$ cat src/rtl/dsp_pkg.sv
// Shared definitions for the sequential dot-product block: FSM states and
// elaboration-time width helpers.
package dsp_pkg;

  typedef enum logic [1:0] {IDLE, RUN, DONE} state_t;

  function automatic int clog2(input int value);
    int r;
    r = 0;
    while ((1 << r) < value) r++;
    return r;
  endfunction

  // Wide enough that N full-width products can never wrap inside one run.
  function automatic int acc_width(input int width, input int n);
    return 2 * width + clog2(n + 1);
  endfunction

endpackage

$ cat src/rtl/mac_lane.sv
// One multiply lane: WIDTH x WIDTH product, zero when the lane is disabled.
module mac_lane #(
  parameter int WIDTH  = 32,
  parameter bit SIGNED = 1'b0
) (
  input  logic [WIDTH-1:0]   a,
  input  logic [WIDTH-1:0]   b,
  input  logic               en,
  output logic [2*WIDTH-1:0] prod
);

  logic [2*WIDTH-1:0] a_ext;
  logic [2*WIDTH-1:0] b_ext;

  // The low 2*WIDTH bits of an extended multiply are correct for both
  // two's-complement and unsigned operands.
  assign a_ext = {{WIDTH{SIGNED & a[WIDTH-1]}}, a};
  assign b_ext = {{WIDTH{SIGNED & b[WIDTH-1]}}, b};
  assign prod  = en ? a_ext * b_ext : '0;

endmodule

$ cat src/rtl/dot_product_seq.sv
// Resource-shared dot product: LANES multiply-accumulate lanes iterate over an
// N-element vector pair, with chaining across runs and an overflow flag.
module dot_product_seq
  import dsp_pkg::*;
#(
  parameter int WIDTH  = 32,
  parameter int N      = 5,
  parameter int LANES  = 1,
  parameter bit SIGNED = 1'b0
) (
  input  logic               clk,
  input  logic               reset,
  input  logic               start,
  input  logic               acc_mode,
  input  logic [N*WIDTH-1:0] a_flat,
  input  logic [N*WIDTH-1:0] b_flat,
  output logic [WIDTH-1:0]   x,
  output logic               ovf,
  output logic               valid,
  output logic               busy
);

  localparam int ACC_W = acc_width(WIDTH, N);
  localparam int PW    = 2 * WIDTH;
  localparam int K     = (N + LANES - 1) / LANES;
  localparam int GW    = (clog2(K) > 0) ? clog2(K) : 1;

  state_t             state;
  state_t             state_next;
  logic [N*WIDTH-1:0] a_sr;
  logic [N*WIDTH-1:0] b_sr;
  logic [GW-1:0]      grp;
  logic [ACC_W-1:0]   acc;
  logic [ACC_W-1:0]   acc_sum;
  logic [PW-1:0]      prod [LANES];
  logic [LANES-1:0]   lane_en;
  logic               last_grp;
  logic               load;
  logic               acc_ovf;

  assign last_grp = (grp == GW'(K - 1));
  assign load     = start && (state != RUN);
  assign valid    = (state == DONE);
  assign busy     = (state == RUN);

  // Lane j always reads element j of the shift registers; lanes past the end
  // of the vector in a ragged last group are disabled.
  for (genvar j = 0; j < LANES; j++) begin : g_lane
    assign lane_en[j] = ((int'(grp) * LANES + j) < N);

    mac_lane #(
      .WIDTH  (WIDTH),
      .SIGNED (SIGNED)
    ) u_mac (
      .a    (a_sr[j*WIDTH +: WIDTH]),
      .b    (b_sr[j*WIDTH +: WIDTH]),
      .en   (lane_en[j]),
      .prod (prod[j])
    );
  end

  always_comb begin
    acc_sum = acc;
    for (int j = 0; j < LANES; j++) begin
      acc_sum = acc_sum + {{(ACC_W - PW){SIGNED & prod[j][PW-1]}}, prod[j]};
    end
  end

  // Signed: every bit from WIDTH-1 upward must equal the sign bit.
  always_comb begin
    if (SIGNED) begin
      acc_ovf = !((&acc_sum[ACC_W-1:WIDTH-1]) || (~|acc_sum[ACC_W-1:WIDTH-1]));
    end else begin
      acc_ovf = |acc_sum[ACC_W-1:WIDTH];
    end
  end

  always_ff @(posedge clk or negedge reset) begin
    if (!reset) begin
      state <= IDLE;
    end else begin
      state <= state_next;
    end
  end

  always_comb begin
    state_next = state;
    case (state)
      IDLE:    if (start) state_next = RUN;
      RUN:     if (last_grp) state_next = DONE;
      DONE:    state_next = start ? RUN : IDLE;
      default: state_next = IDLE;
    endcase
  end

  always_ff @(posedge clk or negedge reset) begin
    if (!reset) begin
      a_sr <= '0;
      b_sr <= '0;
      grp  <= '0;
      acc  <= '0;
      x    <= '0;
      ovf  <= '0;
    end else if (load) begin
      a_sr <= a_flat;
      b_sr <= b_flat;
      grp  <= '0;
      if (!acc_mode) acc <= '0;
    end else if (state == RUN) begin
      a_sr <= a_sr >> (LANES * WIDTH);
      b_sr <= b_sr >> (LANES * WIDTH);
      grp  <= grp + GW'(1);
      acc  <= acc_sum;
      if (last_grp) begin
        x   <= acc_sum[WIDTH-1:0];
        ovf <= acc_ovf;
      end
    end
  end

endmodule

$ cat config.mk
export PLATFORM = sky130hd
export DESIGN_NAME = dot_product_seq
export DESIGN_NICKNAME = d
export VERILOG_FILES = /design/src/rtl/dsp_pkg.sv /design/src/rtl/mac_lane.sv /design/src/rtl/dot_product_seq.sv
export SDC_FILE = /design/constraint.sdc
export NUM_CORES = 2
export LEC_CHECK = 0
export CAP_MARGIN = 10
export CORE_ASPECT_RATIO = 1.2
export CORE_MARGIN = 1
export CORE_UTILIZATION = 47
export CTS_CLUSTER_DIAMETER = 100
export CTS_CLUSTER_SIZE = 10
export DETAILED_ROUTE_END_ITERATION = 8
export HOLD_SLACK_MARGIN = 0.12
export PLACE_DENSITY = 0.66
export SYNTH_ARGS = -nofsm -noshare
export SYNTH_HDL_FRONTEND = slang
export SYNTH_SLANG_ARGS = --single-unit
$ cat constraint.sdc
create_clock -name clk -period 11.19 [get_ports clk]
set_input_delay 1.119 -clock clk [delete_from_list [all_inputs] [get_ports clk]]
set_output_delay 1.119 -clock clk [all_outputs]
set_load 0.05 [all_outputs]
==> reports/qor.txt <==
share of layout cells above drive strength 1 -> 4.328%
Post-Synthesis Mean Instance Area -> 9.138 um2
chip width -> 315.9 um
later-pin clock latency in the skew report -> 0.64 ns
Avg Vias per Cell -> 5.487
hold path endpoint -> b_sr[40]
worst slew pin tran -> 1.022 ns
Area Growth Syn to Fin -> 12.55%
post-route cell area -> 62570 um2
drt pass-1 iters -> 6
Setup Crit Path Kind -> register to register
final number of setup-violating endpoints -> 0
max-slew violations -> 0
IO buf count -> 358
drt first-iter violations -> 2755
cell family with most CP delay -> adder cells
grt total ovfl -> 0
routed vias -> 42.89k
most frequent cells in the layout -> nand2_1, fa_1, inv_1, and2_1, o21ai_0
Clock Path Buffers -> 3
dominant synthesized flop cell -> dfrtp_1
Fillers -> 10.59k
crit path from -> a_sr[29]
max incr delay on CP -> 0.60 ns
min-delay src -> b_sr[72]
Hold/Removal Path Class -> register to register
row cnt -> 137
Starting Density -> 47.62%
FF+latch area -> 10670 um2
Die Ht -> 378.7 um
clock root buffer -> clkbuf_16
Synth area leaders -> fa_1, dfrtp_1, ha_1, nand2_1, and2_1
Final Hold Viols -> 0
initial antenna violation count -> 11
Slew headroom -> 31.89%
Clock Pin Slew Worst Setup and Hold Paths -> 0.07 ns
htree depth -> 2
CP required -> 11.70 ns
drc violations -> 0
synthesized instance count -> 6083
Synth cell types -> 78
CTS tree -> built
post-synth net total -> 7633
crit path buf inv count -> 5
Routed Antenna Nets -> 0
GRT Overall Usage -> 28.87%
FF-to-FF setup slack -> 0.56 ns
RD Place Congestion -> 0.9736
drt wl/cell -> 21.49 um
register area share after synthesis -> 19.13%
routed wire length -> 168000 um
Post-DP Area -> 61100 um2
clock tree sinks -> 425
worst-path fanout max -> 30
number of synthesized flops with an enable pin -> 0
vias in the first global route -> 46.06k
Mapped Area -> 55590 um2
Core Region -> 116700 um2
post-route setup slack -> 0.5565 ns
post-synthesis register bit count -> 425
fin crit share -> 95.03%
Slowest cell on crit path -> fa_1
Most common cell on crit path -> fa_1
TritonCTS Buffers -> 50
Final min period -> 10.63 ns
most common cell after layout, fill and taps aside -> nand2_1
area occupied by multi-input gates -> 40250 um2
DP HPWL -> 133800 um
crit path launch type -> register
first-pass GRT wire length -> 264300 um
Hold Path Stages -> 2
result of the run -> finished clean
top cell type's share of synthesized area -> 32.30%
worst path arrival time -> 11.15 ns
die area -> 119700 um2
Synth Warn # -> 0
Worst setup EP type -> register
Worst Reg2Reg Path Length in Cells -> 38
Layout Skew -> 0.02570 ns
FMAX -> 94.04 MHz
largest net degree at the start of global routing -> 136
Async SR Flop Fraction -> 100.0%
worst r2r dst -> ovf
I/O Pins -> 359
reg2reg start -> a_sr[29]
pre-CTS setup slack -> 0.1744 ns
NumNets Final -> 7824
leading area contributor after synthesis -> fa_1
max-cap check violation count -> 0
-- worst min-delay path: stages (launching register included) --
cell	delay, ns
dfrtp_1	0.34
nand2_1	0.05
o21ai_0	0.06
-- sequential cells by signal, indices dropped and copies added, names as in the netlist --
register  cells
a_sr        160
b_sr        160
acc          67
x            32
grp           3
state         2
ovf           1
-- layout make-up --
type / count / area share [%]
multi-input cells: 4404 / 64.33
flip-flops and latches: 425 / 17.05
repair buffers: 516 / 8.059
inverters: 877 / 5.274
well taps: 1529 / 3.058
clock buffers: 55 / 2.046
clock inverters: 7 / 0.1700
diodes: 3 / 0.01200
-- routing by layer --
metal | up-vias | track usage (%) | part of all wire (%)
li1 | 19400 | - | -
met1 | 21730 | 34.74 | 38
met5 | - | 0 | 0.037
met3 | 386 | 5.059 | 6.6
met2 | 1370 | 50.51 | 50
met4 | 10 | 12.36 | 4.8
-- logic make-up (layout without fill, tap and decap cells) --
kind of cell	after synthesis	after routing	synth area share, %
simple gates	1904	1904	16.16
buf+inv	1254	1455	8.544
fa+ha+maj	1226	1226	39.71
compound gates	837	837	8.819
flops	425	425	19.13
mux	330	330	5.947
xor+xnor	107	107	1.686
other cells	0	3	0
-- per-stage QoR --
step	hold WS [ns]	utilization, %	setup TNS [ns]	cells
after global routing	0.4972	53.60	-0.0003375	7816
after detailed placement	0.4644	52.34	0	7749
final	0.4776	53.60	0	7816
after floorplan	0.4480	-	0	6083
after global placement	0.4569	52.34	0	7749
after CTS	0.4799	53.53	0	7811
-- repair_timing --
action	in CTS	in global routing
endpoints found under the setup margin	0	4
hold endpoints to repair	0	0
resized for setup	0	32
hold buffers	0	0
setup buffers	0	2
-- worst max-delay path by stage --
stage,end,cells after the start
2_1_floorplan,ovf,37
3_3_place_gp,ovf,37
3_5_place_dp,ovf,37
4_1_cts,ovf,37
5_1_grt,ovf,39
6_report,ovf,38
-- synth_stat cells (4+ instances only) --
master	n
and4_1	7
a21boi_0	6
nor2b_1	14
a22o_1	13
buf_2	13
o31a_1	5
o221ai_1	5
nor4_1	9
xnor2_1	54
mux2i_1	328
a221oi_1	5
nand2b_1	14
clkbuf_1	343
dfrtp_1	425
nand4_1	40
a21o_1	57
o21ai_1	20
xor2_1	53
a2111oi_0	4
buf_1	17
nor3_1	25
nand3_1	33
a21oi_1	155
o21a_1	26
inv_1	877
a311oi_1	4
ha_1	329
o2111ai_1	6
nand2_1	956
and3_1	17
o21bai_1	9
fa_1	897
nand3b_1	5
and2_1	554
o31ai_1	12
a211oi_1	11
or3_1	7
a31oi_1	22
o21ai_0	428
or2_1	4
o211ai_1	14
nor2_1	206
Power is not shown: default switching activity piles up to over one toggle a cycle in this logic, so the estimate is an artifact.
